**src/rtl/control_display_suma.sv**
```systemverilog
// control_display_suma: captures A and B on a synchronized rising edge of cargar,
// adds them, and multiplexes sum/opB/opA onto a 4-digit active-low 7-segment display.
module control_display_suma #(
  parameter int REFRESH_DIV = 50000
) (
  input  logic       clk,
  input  logic       rst,
  input  logic [2:0] A,
  input  logic [2:0] B,
  input  logic       cargar,
  output logic [0:6] SSeg,
  output logic [3:0] an,
  output logic       listo
);
  localparam int DW = $clog2(REFRESH_DIV);
  localparam logic [DW-1:0] DIV_MAX = DW'(REFRESH_DIV - 1);
  logic [2:0] sync_q, sync_d;
  logic prim_q, prim_d, arm_q, arm_d, pend_q, pend_d, listo_q, listo_d, cap, wrap;
  logic [2:0] opa_q, opa_d, opb_q, opb_d;
  logic [3:0] suma_q, suma_d, units, code;
  logic [DW-1:0] div_q, div_d;
  logic [1:0] dig_q, dig_d;

  function automatic logic [0:6] glyph(input logic [3:0] v);
    case (v)
      4'd0: glyph = 7'b0000001;
      4'd1: glyph = 7'b1001111;
      4'd2: glyph = 7'b0010010;
      4'd3: glyph = 7'b0000110;
      4'd4: glyph = 7'b1001100;
      4'd5: glyph = 7'b0100100;
      4'd6: glyph = 7'b0100000;
      4'd7: glyph = 7'b0001111;
      4'd8: glyph = 7'b0000000;
      4'd9: glyph = 7'b0000100;
      default: glyph = 7'b1111111;
    endcase
  endfunction

  // arm_q only sets after a genuinely sampled low, so a button held through reset cannot capture
  always_comb begin
    sync_d  = {sync_q[1:0], cargar};
    prim_d  = 1'b1;
    arm_d   = arm_q | (prim_q & ~sync_q[0]);
    cap     = arm_q & sync_q[1] & ~sync_q[2];
    pend_d  = cap;
    opa_d   = cap ? A : opa_q;
    opb_d   = cap ? B : opb_q;
    suma_d  = pend_q ? {1'b0, opa_q} + {1'b0, opb_q} : suma_q;
    listo_d = listo_q | pend_q;
    wrap    = div_q == DIV_MAX;
    div_d   = wrap ? '0 : div_q + 1'b1;
    dig_d   = wrap ? dig_q + 1'b1 : dig_q;
    units   = suma_q >= 4'd10 ? suma_q - 4'd10 : suma_q;
    code    = dig_q == 2'd0 ? units :
              dig_q == 2'd1 ? (suma_q >= 4'd10 ? 4'd1 : 4'd15) :
              dig_q == 2'd2 ? {1'b0, opb_q} : {1'b0, opa_q};
    SSeg    = listo_q ? glyph(code) : 7'b1111110;
    an      = ~(4'b0001 << dig_q);
  end

  always_ff @(posedge clk or negedge rst) begin
    if (!rst) begin
      sync_q  <= '0;
      prim_q  <= 1'b0;
      arm_q   <= 1'b0;
      pend_q  <= 1'b0;
      opa_q   <= '0;
      opb_q   <= '0;
      suma_q  <= '0;
      listo_q <= 1'b0;
      div_q   <= '0;
      dig_q   <= '0;
    end else begin
      sync_q  <= sync_d;
      prim_q  <= prim_d;
      arm_q   <= arm_d;
      pend_q  <= pend_d;
      opa_q   <= opa_d;
      opb_q   <= opb_d;
      suma_q  <= suma_d;
      listo_q <= listo_d;
      div_q   <= div_d;
      dig_q   <= dig_d;
    end
  end

  assign listo = listo_q;
endmodule
```
**config.mk**
```make
export PLATFORM = sky130hd
export DESIGN_NAME = control_display_suma
export DESIGN_NICKNAME = d
export VERILOG_FILES = /design/src/rtl/control_display_suma.sv
export SDC_FILE = /design/constraint.sdc
export NUM_CORES = 1
export LEC_CHECK = 0
export CAP_MARGIN = 20
export CORE_AREA = 2 2 67 69
export CTS_CLUSTER_DIAMETER = 200
export CTS_CLUSTER_SIZE = 20
export DETAILED_ROUTE_END_ITERATION = 10
export DIE_AREA = 0 0 69 71
export MAX_ROUTING_LAYER = met4
export PLACE_DENSITY = 0.67
export SKIP_CTS_REPAIR_TIMING = 1
export SYNTH_ARGS = -nofsm -noshare
export SYNTH_HDL_FRONTEND = slang
export SYNTH_SLANG_ARGS = --single-unit
```
**constraint.sdc**
```tcl
create_clock -name clk -period 7.8 [get_ports clk]
set_clock_uncertainty 0.2 [all_clocks]
set_input_delay 1.17 -clock clk [delete_from_list [all_inputs] [get_ports clk]]
set_output_delay 1.17 -clock clk [all_outputs]
set_load 0.01 [all_outputs]
```
==> qor.yml <==
outcome:
  outcome: "completed"
logic_synthesis:
  avgSynthCellArea_um2: 9.97
  ys.warnings.count: 0
  synth_fp_nets: 225
  syn_area_um2: 1990
  ys_ff_latch: 35
  yosysUniqueCellTypes: 49
  synth_edf_count: 0
  ys_seq_area_share_pct: 43.9
  synth_top_flop_cell: "dfrtp_1"
  netlist_instances: 200
  ys_async_sr_fraction_pct: 100
routing:
  first_pass_iters: 4
  drc: 0
  antenna_left: 0
  routedWlPerCell_um: 12.8
  vias_per_cell: 5.21
  drt_iter0_markers: 65
  vias: 1443
  wirelength_mm: 3.56
sta:
  max_freq_mhz: 202
  max_slew_margin_pct: 18.6
  hold_violations: 0
  finalCriticalPeriod_ps: 4960
  final-setup-viol-count: 0
  min_period_over_period_pct: 63.6
  finalSetupTns_ps: 0
  worst_pin_slew_ps: 1220
  maxSlewViolCount: 0
  rsz0062_at_grt: "false"
cts:
  htreeDepth: 2
  cts_tree: "built"
  clk_pin_slew_ps: 60
  root_buffer: "clkbuf_8"
  worstSkewPairLatency_ps: 280
  cts_made_buffers: 5
  clock-sinks: 35
  clock_path_buffers: 2
global_routing:
  grt_pass1_wl_mm: 6.62
  grt_max_degree: 36
  grt_pass1_vias: 1475
  overflow: 0
  antenna_found_initial: 0
  grt_usage_pct: 17.5
worst_setup_path:
  critical_path_required_ps: 6430
  end_kind: "primary output"
  crit_path_cell_trace: "inv_1 > ha_1 > mux2_4 > a222oi_1 > mux2_2 > a32oi_1 > clkdlybuf4s50_1"
  path_class: "reg2out"
  start_kind: "flip-flop"
  cpMaxStageDelayCell: "a222oi_1"
  crit_fanout: 10
  arrival_ps: 3590
  reg2regPathDepth: 3
  critical_path.max_stage_delay_ps: 1020
floorplanning:
  ios: 21
  die_height_um: 71
  initial_core_util_pct: 47.4
  placementRows: 24
  die_w_um: 69
  die_area_um2: 4900
  core_area_um2: 4200
min_path:
  hold_class: "reg2reg"
  holdPathStages: 0
layout:
  most-common-layout-cells: "dfrtp_1, nand2_1, clkdlybuf4s50_1"
  stdcell_count: 277
  n_antenna_cell: 0
  drive_gt1_share_pct: 9.33
  final_nets: 249
  mostFrequentLayoutCell: "dfrtp_1"
  nFillCells: 387
  utilization_pct: 55.8
  fin_area_um2: 2350
  area_delta_synth_final_pct: 17.6
power:
  power_density_nw_per_um2: 265
  ir_drop_mv: 0.167
  sequentialPowerShare_pct: 33.7
  p_leak_uw: 0.00107
  p_comb_share_pct: 43.6
  p_sw_uw: 205
  swShare_pct: 33.0
  p_int_uw: 417
  p_clk_share_pct: 22.7
  finalPower_uw: 622
placed_design:
  place_inst: 269
  gp_congestion: 0.832
  io_buffers: 20
  dpl.hpwl_mm: 2.66
  dpl_cell_area_um2: 2250
job:
  drv_cap: 0
through the flow:
| stage | setup WS (ps) | hold slack, ps |
|---|---|---|
| finish | 2840 | 183 |
| global route | 2590 | 205 |
| CTS | 2850 | 188 |
| global placement | 3290 | 158 |
| detailed placement | 3190 | 174 |
| floorplan | 4060 | 154 |
worst max-delay path: cells and delay by family (launching register included):
| kind | cells | cell delay [ps] |
|---|---|---|
| adder cells (fa/ha/maj) | 1 | 270 |
| multiplexers | 2 | 750 |
| flip-flops | 1 | 400 |
| buffers and inverters | 2 | 680 |
| AO/OA/AOI/OAI | 2 | 1200 |
worst paths after layout:
| check | slack (ps) | endpoint | startpoint |
|---|---|---|---|
| worst max-delay path | 2840 | SSeg[4] | dig_q[0] |
| max in group asynchronous | 6000 | opb_q[0] | rst |
| worst min-delay path | 180 | sync_q[1] | sync_q[0] |
| min in group asynchronous | 1090 | opb_q[1] | rst |
| worst max register to register | 5850 | dig_q[1] | div_q[10] |
| worst min register to register | 180 | sync_q[1] | sync_q[0] |
synth_stat cells (4+ instances only):
library cell | n | share of area, %
nor2_1 | 15 | 2.8
nand2_1 | 23 | 4.3
a21oi_1 | 4 | 1.0
dfrtp_1 | 35 | 44
inv_1 | 19 | 3.6
o21ai_0 | 5 | 1.3
nor2b_1 | 4 | 1.3
ha_1 | 15 | 9.4
xnor2_1 | 10 | 4.4
nand3_1 | 6 | 1.5
nand4_1 | 4 | 1.3
xor2_1 | 6 | 2.6
kinds of logic after synthesis:
logic type                 after synthesis  share of synthesized area [%]
and+or+nand+nor                         69                           17.5
DFF                                     35                           43.9
AOI/OAI and AO/OA                       31                           11.8
buffers and inverters                   25                           5.21
adders and majority gates               16                           10.4
xor gates and xnor gates                16                           7.03
muxes                                    7                           3.95
other                                    1                          0.188
registers in the layout (all words and copies together) (netlist names):
| name | count |
|---|---|
| opa_q | 3 |
| dig_q | 2 |
| listo | 1 |
| suma_q | 4 |
| div_q | 16 |
| pend_q | 1 |
| opb_q | 3 |
| sync_q | 3 |
| arm_q | 1 |
| prim_q | 1 |
layout make-up:
class | count | area [µm²] | share of cell area (%)
clock buffer | 8 | 100 | 4.27
inverter | 20 | 75.1 | 3.20
multi-input combinational | 140 | 1010 | 43.3
sequential | 35 | 876 | 37.3
tap | 52 | 65.1 | 2.77
timing repair buffer | 22 | 215 | 9.17
power groups by stage:
stage / clock (µW) / sequential, µW / combinational [µW]
after floorplan: 0 / 209 / 173
after detailed placement: 0 / 213 / 272
after CTS: 148 / 209 / 274
after global placement: 0 / 213 / 269
after global routing: 153 / 212 / 302
final: 141 / 210 / 271
metal layers:
layer / wire length, µm / global-route usage [%]
met4: 78 / 9.59
met3: 102 / 3.13
met1: 1740 / 22.3
met5: 0 / -
met2: 1640 / 26.5
No activity file was read; power rests on OpenSTA's default activity.
